$ cat config.mk
export PLATFORM = sky130hd
export DESIGN_NAME = exp_match_table
export DESIGN_NICKNAME = d
export VERILOG_FILES = /design/src/rtl/mem_write_checker_pkg.sv /design/src/rtl/mem_write_checker_exp_match_table.sv
export SDC_FILE = /design/constraint.sdc
export NUM_CORES = 1
export LEC_CHECK = 0
export CAP_MARGIN = 20
export CORE_MARGIN = 3
export CORE_UTILIZATION = 55
export DETAILED_ROUTE_END_ITERATION = 10
export DONT_BUFFER_PORTS = 1
export PLACE_DENSITY = 0.76
export SYNTH_ARGS = -nofsm -noshare
export SYNTH_HDL_FRONTEND = slang
export SYNTH_SLANG_ARGS = --single-unit
$ cat constraint.sdc
create_clock -name clk -period 2.07 [get_ports clk]
set_clock_uncertainty 0.05 [all_clocks]
set_input_delay 0.207 -clock clk [delete_from_list [all_inputs] [get_ports clk]]
set_output_delay 0.207 -clock clk [all_outputs]
set_load 0.02 [all_outputs]
$ cat src/rtl/mem_write_checker_pkg.sv
// Shared types for the data-memory write checker: FSM states, error codes,
// and the table index width helper (never narrower than one bit).
package mem_check_pkg;

  typedef enum logic [1:0] {IDLE, ARMED, PASS, FAIL} chk_state_t;

  typedef enum logic [1:0] {ERR_NONE, ERR_MISMATCH, ERR_EXTRA, ERR_TIMEOUT} chk_err_t;

  function automatic int idx_width(input int n);
    return (n > 1) ? $clog2(n) : 1;
  endfunction

endpackage

$ cat src/rtl/mem_write_checker_exp_match_table.sv
// Expected-write table with per-entry hit bits; combinational lookup of the
// current write (full match index/valid and address-only match).
module exp_match_table
  import mem_check_pkg::*;
#(
  parameter int ADDR_W  = 32,
  parameter int DATA_W  = 32,
  parameter int N_EXP   = 4,
  parameter int ORDERED = 1,
  parameter int IDX_W   = idx_width(N_EXP),
  parameter int CNT_W   = $clog2(N_EXP + 1)
) (
  input  logic              clk,
  input  logic              reset_n,
  input  logic              load,
  input  logic [IDX_W-1:0]  load_idx,
  input  logic [ADDR_W-1:0] load_adr,
  input  logic [DATA_W-1:0] load_data,
  input  logic              hit_clr,
  input  logic              hit_set,
  input  logic [IDX_W-1:0]  hit_idx,
  input  logic [CNT_W-1:0]  ptr,
  input  logic [ADDR_W-1:0] wr_adr,
  input  logic [DATA_W-1:0] wr_data,
  output logic              full_vld,
  output logic [IDX_W-1:0]  full_idx,
  output logic              adr_vld
);

  logic [ADDR_W-1:0] tbl_adr  [N_EXP];
  logic [DATA_W-1:0] tbl_data [N_EXP];
  logic [N_EXP-1:0]  hit;

  always_ff @(posedge clk or negedge reset_n) begin
    if (!reset_n) begin
      hit <= '0;
      for (int i = 0; i < N_EXP; i++) begin
        tbl_adr[i]  <= '0;
        tbl_data[i] <= '0;
      end
    end else begin
      for (int i = 0; i < N_EXP; i++) begin
        if (load && load_idx == IDX_W'(i)) begin
          tbl_adr[i]  <= load_adr;
          tbl_data[i] <= load_data;
        end
        if (hit_clr) begin
          hit[i] <= 1'b0;
        end else if (hit_set && hit_idx == IDX_W'(i)) begin
          hit[i] <= 1'b1;
        end
      end
    end
  end

  // Ordered mode only ever looks at the entry under the match pointer; unordered
  // mode considers every unhit entry. Scanning downwards leaves the lowest index.
  always_comb begin
    full_vld = 1'b0;
    full_idx = '0;
    adr_vld  = 1'b0;
    for (int i = N_EXP - 1; i >= 0; i--) begin
      if (((ORDERED != 0) ? (ptr == CNT_W'(i)) : !hit[i]) && tbl_adr[i] == wr_adr) begin
        adr_vld = 1'b1;
        if (tbl_data[i] == wr_data) begin
          full_vld = 1'b1;
          full_idx = IDX_W'(i);
        end
      end
    end
  end

endmodule

==> reports/summary.md <==
Setup violations remaining at the end of the flow were counted as 4. The floorplan core area is 0.0215 sq mm, and the DRC violation count after routing is 0. The number of antenna violations at the first check in global routing is 2. Dividing the detail-routed via count by the number of cells gives 5.80. Synthesis instantiated 16 different standard cells from the library. The final clock period utilization by the worst path was 1.46; the setup slack of the worst register-to-register path was 1.11 ns.

The synthesized net count is 1,037, and the total number of vias is 7,536. Relative slew slack: 0.592. The worst setup path is of the flip-flop to output pin kind. The placed instances occupy a cell area of 0.0129 sq mm. The run finished, with violations left.

The tools report the library cell used as clock root buffer as sky130_fd_sc_hd__clkbuf_16. TritonCTS built the clock tree. The power per standard cell area came out at 1000 mW/mm^2. The count of hold buffers inserted by post-cts repair came out at 64. The tools report the critical path launch point type as a flip-flop.

Counting flops with a built-in enable in the synthesized netlist gives 0. The area share of the leading cell type in the synthesized netlist is 0.523, and the total number of H-tree levels is 1. In this run the remaining antenna-violating nets after routing total 0. Summed over all instances, the cell type with the most area after synthesis is sky130_fd_sc_hd__dfrtp_1.

The cell area that synthesis handed to floorplanning was 0.0123 sq mm. The number of global-route vias before repair was 8,110; the cell depth of the worst flop-to-flop path was 2. The wire length after detailed routing came out at 30,700 um. The Yosys step of the flow raised 0 warnings.

The count of final hold-check violations is 256, and the register clock-pin slew on the reported worst setup and hold paths is 0.06 ns. The total of max-cap violations came out at 0. In this run the worst path has a maximum fanout of 2.

Minimum period implied by the final worst setup slack: 3.03 ns. Across the VDD grid, the largest voltage drop is 0.809 mV. The final reports fail on negative hold slack, negative setup slack. For the pin with the worst max-slew slack, the measured transition is 0.606 ns. At the worst endpoint, the arrival time is 2.77 ns. In this run the count of I/O pins placed on the die edge is 144.

The number of storage elements in the synthesis netlist was 256. STA classifies the critical path endpoint as an output pin. The die is 155 um wide. Required time reported for the critical path endpoint: 1.81 ns. After floorplanning, the core was divided into 53 placement rows. The worst register-to-register path begins at tbl_adr[17]$_DFFE_PN0P_. At the later pin of the worst-skew pair, clock insertion delay measures 0.53 ns. Counting the buffers created by CTS gives 28. The count of mapped cells out of synthesis was 897; the total congestion overflow after global routing was 0. The first-pass iteration count of the detailed router was 4.

From bottom edge to top edge, the die measures 155 um. The floorplan step defined a die boundary enclosing 0.0241 sq mm. For the initial core utilization, the log shows 0.570. The detailed router finished its first iteration with 391 violations.

The worst register-to-register path ends at tbl_adr[17]$_DFFE_PN0P_. Type of the tightest min-delay check: input port to asynchronous set/reset pin. Average size of a mapped cell: 13.7 sq um.

The detailed-placement wirelength estimate was 21,200 um; the share of synthesized flip-flops with an asynchronous set or reset was 1.00. At the end of the flow, the number of nets in the layout was 1,141. The logs give -3.10 ns for the setup total negative slack and 0.881 for the routability congestion estimate. The synthesis-to-layout area growth is 19.8%.

Sequential share of the synthesized area: 0.523. Setup repair after global routing could not meet its margin everywhere. In the final routed layout, each cell accounts on average for 23.6 um. Hold slack: -0.675 ns. The global-route wire length before repair was 47,300 um; the fraction of final layout cells with drive strength greater than 1 was 0.353.

The total count of max-transition violations in the final report came out at 0. The analysis attributes to cell leakage a power of 6.07 nW. Among all flip-flop cells after synthesis, the most frequent one is sky130_fd_sc_hd__dfrtp_1.

The commonest cells after synthesis are sky130_fd_sc_hd__dfrtp_1 (256), sky130_fd_sc_hd__mux2_2 (256), sky130_fd_sc_hd__xor2_1 (147). For this run, the top clock speed supported by timing is 330 MHz. CTS saw 256 sinks. The count of fill cells added during filler insertion came out at 1,506. By area the synthesized netlist is led by sky130_fd_sc_hd__dfrtp_1 (52%), sky130_fd_sc_hd__mux2_2 (24%), sky130_fd_sc_hd__xor2_1 (11%).

Entering global routing, the biggest net connects 257 pins. Input and output buffers added on the ports amount to 0. The total global-route track usage was 0.255. The maximum number of buffers from clock root to sink was 3; the final worst-path setup slack was -0.960 ns. The area of all placed cells without fillers came out at 0.0147 sq mm.
[where the power goes]
| group | total, mW | internal (mW) | switching, mW |
|---|---|---|---|
| registers | 6.61 | 5.96 | 0.643 |
| clock network | 5.47 | 3.47 | 2.01 |
| logic | 2.67 | 1.57 | 1.10 |
[repair_timing]
action	CTS	global route
setup buffers	0	3
endpoints found under the setup margin	4	4
hold endpoints to repair	512	256
pin swaps	4	9
gates resized for setup	11	11
[cell families after synthesis]
| kind of cell | after synthesis | synth area share |
|---|---|---|
| muxes | 256 | 0.235 |
| xor gates and xnor gates | 256 | 0.183 |
| buffers and inverters | 27 | 0.00827 |
| DFF | 256 | 0.523 |
| and+or+nand+nor | 102 | 0.0508 |
[layer usage]
layer,GRT usage,share of wire,vias up
met5,0,0.00042,-
li1,-,-,3385
met2,0.426,0.49,206
met1,0.331,0.40,3876
met4,0.0805,0.031,2
met3,0.0626,0.074,67
[registers in the layout (all words and copies together), names as in the netlist]
name,cells
tbl_data,128
tbl_adr,128
[metrics by stage]
stage / util / setup WS [ns] / total power, mW / instances
final: 0.683 / -0.960 / 14.8 / 1300
after global routing: 0.683 / -1.02 / 15.3 / 1299
after CTS: 0.679 / -0.944 / 14.8 / 1295
after detailed placement: 0.598 / -0.423 / 9.12 / 1179
after global placement: 0.598 / -0.392 / 9.00 / 1179
after floorplan: - / -0.0112 / 8.38 / 897
[critical path, stage by stage (launching register included)]
cell and delay [ns]:
sky130_fd_sc_hd__dfrtp_1 0.39, sky130_fd_sc_hd__xor2_1 0.14, sky130_fd_sc_hd__nor4_1 0.30, sky130_fd_sc_hd__buf_4 0.17, sky130_fd_sc_hd__nand4_1 0.16, sky130_fd_sc_hd__or4_4 0.47, sky130_fd_sc_hd__or3_4 0.37, sky130_fd_sc_hd__nand4_1 0.11
sky130_fd_sc_hd__buf_6 0.13
[worst max path at each step]
stage / startpoint / end / cells past startpoint
6_report: tbl_adr[38]$_DFFE_PN0P_ / full_vld / 8
3_3_place_gp: tbl_adr[44]$_DFFE_PN0P_ / full_vld / 7
2_1_floorplan: tbl_adr[41]$_DFFE_PN0P_ / full_vld / 6
3_5_place_dp: tbl_adr[44]$_DFFE_PN0P_ / full_vld / 7
5_1_grt: tbl_adr[38]$_DFFE_PN0P_ / full_vld / 8
4_1_cts: tbl_adr[59]$_DFFE_PN0P_ / full_vld / 8
[placed cells by master, fill, tap and decap left out]
| cell type | n |
|---|---|
| sky130_fd_sc_hd__or3_4 | 1 |
| sky130_fd_sc_hd__clkbuf_8 | 12 |
| sky130_fd_sc_hd__nand2_4 | 2 |
| sky130_fd_sc_hd__clkbuf_1 | 2 |
| sky130_fd_sc_hd__dlygate4sd3_1 | 64 |
| sky130_fd_sc_hd__or4_4 | 1 |
| sky130_fd_sc_hd__mux2_2 | 256 |
| sky130_fd_sc_hd__nor3_1 | 3 |
| sky130_fd_sc_hd__clkbuf_16 | 29 |
| sky130_fd_sc_hd__buf_4 | 28 |
| sky130_fd_sc_hd__nor3b_2 | 1 |
| sky130_fd_sc_hd__nand3b_1 | 2 |
| sky130_fd_sc_hd__or4b_4 | 1 |
| sky130_fd_sc_hd__buf_6 | 2 |
| sky130_fd_sc_hd__clkinv_2 | 5 |
| sky130_fd_sc_hd__buf_12 | 7 |
| sky130_fd_sc_hd__nor4_4 | 1 |
| sky130_fd_sc_hd__dfrtp_1 | 256 |
| sky130_fd_sc_hd__nor3b_1 | 1 |
| sky130_fd_sc_hd__diode_2 | 2 |
| sky130_fd_sc_hd__nor4_1 | 37 |
| sky130_fd_sc_hd__nand3_1 | 5 |
| sky130_fd_sc_hd__nand2_2 | 1 |
| sky130_fd_sc_hd__xnor2_1 | 109 |
| sky130_fd_sc_hd__xor2_1 | 147 |
| sky130_fd_sc_hd__nor4_2 | 6 |
| sky130_fd_sc_hd__nand4_1 | 34 |
| sky130_fd_sc_hd__nand3_4 | 2 |
| sky130_fd_sc_hd__nand2_1 | 1 |
| sky130_fd_sc_hd__nor2b_1 | 1 |
| sky130_fd_sc_hd__bufinv_16 | 4 |
| sky130_fd_sc_hd__nand3_2 | 2 |
[area by class of cell]
class / instances / area (sq um) / share of cell area
diodes: 2 / 5.00 / 0.000341
clock buffers: 43 / 898 / 0.0612
clock inverters: 9 / 145 / 0.00988
multi-input cells: 614 / 5870 / 0.400
flip-flops and latches: 256 / 6410 / 0.436
well taps: 275 / 344 / 0.0234
repair buffers: 101 / 1010 / 0.0690
No activity file was read; power rests on OpenSTA's default activity.
